**config.mk**
```make
export PLATFORM = sky130hd
export DESIGN_NAME = phase_timer
export DESIGN_NICKNAME = d
export VERILOG_FILES = /design/src/rtl/tl_pkg.sv /design/src/rtl/bin2bcd_2dig.sv /design/src/rtl/phase_timer.sv
export SDC_FILE = /design/constraint.sdc
export NUM_CORES = 1
export LEC_CHECK = 0
export ABC_AREA = 1
export CAP_MARGIN = 30
export CORE_MARGIN = 4
export CORE_UTILIZATION = 60
export CTS_CLUSTER_SIZE = 24
export DETAILED_ROUTE_END_ITERATION = 8
export PLACE_DENSITY = 0.88
export SETUP_SLACK_MARGIN = 0.05
export SKIP_CTS_REPAIR_TIMING = 1
export SYNTH_ARGS = -nofsm -noshare
export SYNTH_HDL_FRONTEND = slang
export SYNTH_SLANG_ARGS = --single-unit
```
**constraint.sdc**
```tcl
create_clock -name clk1 -period 6.42 [get_ports clk1]
set_clock_uncertainty 0.05 [all_clocks]
set_input_delay 0.642 -clock clk1 [delete_from_list [all_inputs] [get_ports clk1]]
set_output_delay 0.642 -clock clk1 [all_outputs]
set_load 0.02 [all_outputs]
```
**src/rtl/tl_pkg.sv**
```systemverilog
`default_nettype none
// ============================================================================
//  Module   : tl_pkg
//  Purpose  : Shared constants and types for the traffic-light blocks.
//             DIV_1HZ : clk1 cycles per one-second tick
//             GREEN_S : seconds from half-cycle start to end of green
//             CYCLE_S : seconds in one half-cycle (green + yellow)
//             bcd_t   : one BCD digit, also used by the 7-segment driver
//  Revision : 1.0  initial release
// ============================================================================
package tl_pkg;

  localparam int DIV_1HZ = 50_000_000;
  localparam int GREEN_S = 25;
  localparam int CYCLE_S = 30;

  typedef logic [3:0] bcd_t;

endpackage
`default_nettype wire

```
**src/rtl/bin2bcd_2dig.sv**
```systemverilog
`default_nettype none
// ============================================================================
//  Module   : bin2bcd_2dig
//  Purpose  : Combinational 7-bit binary (0..99) to two BCD digits.
//  Ports    : bin   in  7  binary value, 0..99
//             tens  out 4  BCD tens digit
//             ones  out 4  BCD ones digit
//  Revision : 1.0  initial release
// ============================================================================
module bin2bcd_2dig
  import tl_pkg::*;
(
  input  logic [6:0] bin,
  output bcd_t       tens,
  output bcd_t       ones
);

  // Inputs never exceed 99, so the quotient and remainder both fit in 4 bits.
  always_comb begin
    tens = 4'(bin / 7'd10);
    ones = 4'(bin % 7'd10);
  end

endmodule
`default_nettype wire

```
**src/rtl/phase_timer.sv**
```systemverilog
`default_nettype none
// ============================================================================
//  Module   : phase_timer
//  Purpose  : One-second time base plus repeating half-cycle phase timer.
//             Emits one-cycle pulses at end of green (timeout25) and end of
//             yellow / half-cycle wrap (timeout30), and a BCD countdown of
//             seconds remaining in the current phase.
//  Ports    : clk1      in  1  system clock
//             rst       in  1  synchronous, active-low reset
//             run       in  1  count enable; low freezes all counters
//             timeout25 out 1  one-cycle pulse, end of green phase
//             timeout30 out 1  one-cycle pulse, end of yellow phase
//             rem_tens  out 4  BCD tens of seconds remaining in phase
//             rem_ones  out 4  BCD ones of seconds remaining in phase
//  Revision : 1.0  initial release
// ============================================================================
module phase_timer
  import tl_pkg::*;
#(
  parameter int DIV     = tl_pkg::DIV_1HZ,
  parameter int GREEN_S = tl_pkg::GREEN_S,
  parameter int CYCLE_S = tl_pkg::CYCLE_S
) (
  input  logic clk1,
  input  logic rst,
  input  logic run,
  output logic timeout25,
  output logic timeout30,
  output bcd_t rem_tens,
  output bcd_t rem_ones
);

  // Parameter legality, checked at elaboration.
  if (DIV < 1) begin : g_bad_div
    $error("phase_timer: DIV must be >= 1");
  end
  if (GREEN_S < 1) begin : g_bad_green
    $error("phase_timer: GREEN_S must be >= 1");
  end
  if ((CYCLE_S <= GREEN_S) || (CYCLE_S > 99)) begin : g_bad_cycle
    $error("phase_timer: need GREEN_S < CYCLE_S <= 99");
  end

  localparam int DIV_W = (DIV > 1) ? $clog2(DIV) : 1;

  localparam logic [DIV_W-1:0] c_div_last   = DIV_W'(DIV - 1);
  localparam logic [6:0]       c_green      = 7'(GREEN_S);
  localparam logic [6:0]       c_cycle      = 7'(CYCLE_S);
  localparam logic [6:0]       c_green_last = 7'(GREEN_S - 1);
  localparam logic [6:0]       c_cycle_last = 7'(CYCLE_S - 1);

  logic [DIV_W-1:0] r_div_cnt;
  logic [6:0]       r_sec;
  logic             r_t25;
  logic             r_t30;
  bcd_t             r_rem_tens;
  bcd_t             r_rem_ones;

  logic             w_sec_tick;
  logic [6:0]       w_sec_next;
  logic [6:0]       w_rem_next;
  bcd_t             w_tens_next;
  bcd_t             w_ones_next;

  always_comb begin
    w_sec_tick = run && (r_div_cnt == c_div_last);

    w_sec_next = r_sec;
    if (w_sec_tick) begin
      w_sec_next = (r_sec == c_cycle_last) ? 7'd0 : r_sec + 7'd1;
    end

    // Digits follow the value sec is about to take, so display and counter
    // change on the same edge.
    w_rem_next = (w_sec_next < c_green) ? (c_green - w_sec_next)
                                        : (c_cycle - w_sec_next);
  end

  bin2bcd_2dig u_bcd (
    .bin  (w_rem_next),
    .tens (w_tens_next),
    .ones (w_ones_next)
  );

  always_ff @(posedge clk1) begin
    if (!rst) begin
      r_div_cnt  <= '0;
      r_sec      <= 7'd0;
      r_t25      <= 1'b0;
      r_t30      <= 1'b0;
      r_rem_tens <= 4'(GREEN_S / 10);
      r_rem_ones <= 4'(GREEN_S % 10);
    end else begin
      if (run) begin
        r_div_cnt <= (r_div_cnt == c_div_last) ? '0 : r_div_cnt + 1'b1;
      end
      r_sec      <= w_sec_next;
      // Gating by sec_tick also forces both pulses low while run is low.
      r_t25      <= w_sec_tick && (r_sec == c_green_last);
      r_t30      <= w_sec_tick && (r_sec == c_cycle_last);
      r_rem_tens <= w_tens_next;
      r_rem_ones <= w_ones_next;
    end
  end

  assign timeout25 = r_t25;
  assign timeout30 = r_t30;
  assign rem_tens  = r_rem_tens;
  assign rem_ones  = r_rem_ones;

endmodule
`default_nettype wire

```
* After elaboration in Yosys (flattened, before gate mapping)
Cells that the tools add are included.
** Operators by class
- Add/sub/neg operators :: 4
- Mux-type cells :: 4
- Div/mod/pow operators :: 2
- Eq/ne operators :: 3
- Order comparisons :: 1
- Reductions and logical operators :: 3
** Operators by type and width (number)
- adder 26 x 1 -> 26 bit, second input constant :: 1
- == test 26 bit, second input constant :: 1
- two-way mux 26 bit :: 1
- two-way mux 7 bit :: 3
- == test 7 x 5 -> 1 bit, second input constant :: 2
- subtractor 5 x 7 -> 7 bit, first input constant :: 2
- adder 7 x 1 -> 7 bit, second input constant :: 1
- divider 7 x 4 -> 7 bit, second input constant :: 1
- less-than comparator 7 x 5 -> 1 bit, second input constant :: 1
- modulo 7 x 4 -> 7 bit, second input constant :: 1
- logical AND 1 bit :: 3
** Word-level totals
- Register bits :: 43
- Logic and storage cells :: 23

* Longest topological paths before layout
- Depth in word-level cells :: 6
- Gate-level depth with buffers :: 37
- Depth with buffers taken out :: 37

* Hierarchy
Synthesis repeated with hierarchy kept, for this count alone.
** Second synthesis, totals
- Cell total of the unflattened synthesis :: 445
- Area, all modules :: 2922.8 um^2
** Modules (own cells, without submodules)
- phase_timer :: instances 1, cells an instance 382, area an instance 2570.0 um^2, seq. area each 860.8 um^2
- bin2bcd_2dig :: instances 1, cells an instance 63, area an instance 352.8 um^2, seq. area each 0.0 um^2

* Worst setup path after synthesis
No wires, ideal clock.
- Path kind :: input to register
- Start :: input run
- End :: register r_rem_ones[1] (netlist: rem_ones[1])
- Path buffers :: 1
- Slack :: 2.701 ns
- Library setup time :: 0.113 ns
- Data arrival time :: 3.556 ns
- Data required time :: 6.257 ns
- Cell stages on the path :: 35
- Cell sequence :: buf_2 -> nand2_1 -> nor2_2 -> inv_1 -> nor2_1 -> nand3_4 -> nand2_1 -> nand2_1 -> inv_1 -> ha_1 -> inv_1 -> nor2_4 -> nand2_2 -> nand2_4 -> xor2_4 -> inv_2 -> nand2_2 -> nand3_2 -> nand2_2 -> nand2_2 -> nand2_1 -> nand2_1 -> inv_2 -> nand2_2 -> nand2_1 -> nand2_1 -> nand2_1 -> inv_1 -> ha_1 -> inv_1 -> nand3_2 -> nand3_2 -> nand2_1 -> nand2_1 -> nor2_1
** Between the ends
- Word-level cells in the longest chain between the ends :: 5
- Elaborated cells on any way between the ends :: 7
- Those cells by class :: 2 x add/sub; 1 x div; 1 x order compare; 2 x mux; 1 x reduce/logical
** Ends and longest elaborated chain
- start: declaration :: RTL line phase_timer.sv:26 : input logic run,
- logical AND 1 bit (*) :: RTL line phase_timer.sv:66 : w_sec_tick = run && (r_div_cnt == c_div_last);
- two-way mux 7 bit (*) :: RTL line phase_timer.sv:69 : if (w_sec_tick) begin
- named net w_sec_next[0] :: RTL line phase_timer.sv:60 : logic [6:0] w_sec_next;
- subtractor 5 x 7 -> 7 bit, or another cell as far along :: RTL line phase_timer.sv:76 : : (c_cycle - w_sec_next);
- two-way mux 7 bit (*) :: RTL line phase_timer.sv:75 : w_rem_next = (w_sec_next < c_green) ? (c_green - w_sec_next)
- modulo 7 x 4 -> 7 bit (*) :: RTL line bin2bcd_2dig.sv:21 : ones = 4'(bin % 7'd10);
- end signal: assignment :: RTL line phase_timer.sv:92 : r_rem_ones <= 4'(GREEN_S % 10);
- end signal: assignment :: RTL line phase_timer.sv:102 : r_rem_ones <= w_ones_next;
- end: declaration :: RTL line phase_timer.sv:57 : bcd_t r_rem_ones;
Mark *: on every way through the listed nets, which the timed path passes. The rest lies on a longest branch.
A chain may end at the register's enable or synchronous reset.

* Final worst setup path
Same ends and word-level chain as after synthesis.

==> flow_summary.yaml <==
clock_tree:
  clk_path_buf_depth: 2
  cts_tree: "built"
  cts_root_buf: "clkbuf_8"
  htreeDepth: 2
  cts_buffers: 5
  clk_latency_ps: 300
  cts_sinks: 43
  clk_pin_slew_ps: 80
setup_path:
  critPathSlowestCell: "clkdlybuf4s50_1"
  critPathArrivalTime_ps: 4480
  r2r_slack_ps: 2350
  worstSetupPathType: "in -> reg"
  cpMostUsedCell: "nand2_1"
  cp-start-kind: "input port"
  r2r_end: "rem_ones[1]"
  endpoint_kind: "register"
  worstReg2RegStart: "r_div_cnt[0]"
  crit_fanout: 8
  rr_worst_depth: 36
  cpPeakStageDelay_ps: 600
  worstPathRequired_ps: 6570
floorplanning:
  dieArea_um2: 5819
  fp.dieH_um: 76.29
  core_um2: 4444
  start_util: 0.6295
  num_io_pins: 13
  row_count: 24
  die_w_um: 76.29
synth:
  synth_area_leaders: "dfxtp_1, nand2_1, nor2_1"
  async_flop_share: 0
  synth_common_cells: "nand2_1, nor2_1, inv_1"
  synth_top_area_cell: "dfxtp_1"
  synth_most_common_cell: "nand2_1"
  synth_top_area_frac: 0.3077
  synth_cells: 418
  ys_seq_area_frac: 0.3077
  yosysWarningCount: 0
  synth_edf_count: 0
  postSynthAreaPerCell_um2: 6.693
  synth_nets: 428
  ys_types: 40
  syn_area_um2: 2798
  synth-seq-cells: 43
  synth_flop_cell: "dfxtp_1"
sta:
  hold_viol_final: 0
  tightestPinTransition_ps: 844.9
  finalSetupTns_ps: 0
  relSlewSlack: 0.4346
  worst_slack_ps: 2091
  period_share: 0.6744
  slew_violations: 0
  rsz0062_at_grt: "no"
  setup_violations: 0
  min_period_ps: 4329
  fmax_ghz: 0.2310
worst_hold_path:
  hold_path_class: "reg -> reg"
  worstHoldPathCells: 2
  hold_end: "r_div_cnt[23]"
  hp-start: "r_div_cnt[23]"
cells_and_area:
  multiInputGateArea_um2: 1685
  instances_no_fill: 486
  finalInstanceArea_um2: 3078
  drive_gt1_frac: 0.1613
  finalNetCount: 443
  area.growth.synth_to_final_pct: 10.02
  num-fill-cells: 390
  seq_area_um2: 860.8
  num_antenna_cells: 0
route:
  firstDrtPassIters: 5
  drt_wl_total_mm: 5.928
  antenna_left: 0
  detail_route.vias_per_cell: 5.422
  detail_route.wl_per_cell_um: 12.20
  remaining_drc_errors: 0
  drt_iter0_drc: 176
  route.vias.total: 2635
placed_design:
  port-buffer-count: 12
  hpwlAfterDp_mm: 4.623
  pre_cts_slack_ps: 1808
  dp_cells: 478
  gp_congestion: 0.8697
  dpl-instance-area_um2: 2965
status:
  status: "completed"
flow_run:
  maxCapViolations: 0
pwr:
  power_uw: 494.2
  power.density_nw_per_um2: 160.5
  p_leak_uw: 0.001347
  ir_drop_mv: 0.1280
grt:
  grt_pass1_wl_mm: 10.83
  grt_max_degree: 18
  grtUsageTotal: 0.2206
  antenna_found_initial: 0
  grt-ovfl-total: 0
  first_global_vias: 2509
[cell usage in the layout (no fill, tap or decap), types with 5 or more instances in the layout]
| cell | instances |
|---|---|
| a21oi_1 | 13 |
| clkbuf_8 | 5 |
| clkdlybuf4s50_1 | 12 |
| dfxtp_1 | 43 |
| ha_1 | 7 |
| inv_1 | 44 |
| inv_2 | 15 |
| nand2_1 | 90 |
| nand2_2 | 18 |
| nand3_1 | 32 |
| nand3_2 | 6 |
| nand4_1 | 7 |
| nor2_1 | 63 |
| nor3_1 | 17 |
| o21ai_0 | 11 |
[flip-flops by register name, indices dropped and copies added, names as in the netlist]
| name | flops |
|---|---|
| r_div_cnt | 26 |
| r_sec | 7 |
| rem_ones | 4 |
| rem_tens | 4 |
| timeout25 | 1 |
| timeout30 | 1 |
[routing by layer]
layer	up-vias	track usage	wire, µm
met5	-	0	0
met4	0	0.07065	88
met3	7	0.04374	304
met2	75	0.3576	2649
met1	1188	0.2940	2886
li1	1365	-	-
[logic make-up (layout without fill, tap and decap cells)]
logic type / Yosys count / count (layout) / synth area share
flip-flops: 43 / 43 / 0.3077
buffers and inverters: 66 / 82 / 0.08989
XOR/XNOR: 6 / 6 / 0.02549
AND/OR/NAND/NOR: 260 / 260 / 0.4714
adder cells (fa/ha/maj): 7 / 7 / 0.03130
AO/OA/AOI/OAI: 36 / 36 / 0.07424
[power breakdown]
group	switching (µW)	total (µW)	internal [µW]
clock	98.2	214	116
combinational	7.93	11.4	3.52
sequential	1.04	269	268
total	107	494	387
[critical path: cells and delay by family]
family                   cells  cell delay, ps
AND/OR/NAND/NOR             27            2470
buffers and inverters        7            1050
adder cells (fa/ha/maj)      2             340
[cell type report]
cell class / instances / share of cell area
inverters: 62 / 0.07602
well taps: 52 / 0.02114
multi-input cells: 309 / 0.5476
clock inverters: 3 / 0.01423
flip-flops and latches: 43 / 0.2797
clock buffers: 5 / 0.02236
repair buffers: 12 / 0.03902
[worst max path at each step]
| stage | slack (ps) | cells after the start | end | start |
|---|---|---|---|---|
| floorplan | 2700 | 35 | rem_ones[1] | run |
| global route | 1660 | 36 | rem_ones[1] | run |
| finish | 2090 | 36 | rem_ones[1] | run |
| global placement | 2060 | 35 | rem_ones[1] | run |
| CTS | 2110 | 35 | rem_ones[1] | run |
| detailed placement | 1810 | 35 | rem_ones[1] | run |
[metrics by stage]
step,util,hold slack (ps)
global placement,0.6672,421.9
floorplan,-,404.1
CTS,0.6926,450.5
detailed placement,0.6672,430.7
global route,0.6926,486.9
finish,0.6926,445.1
Power figures use the tool's default switching activity.
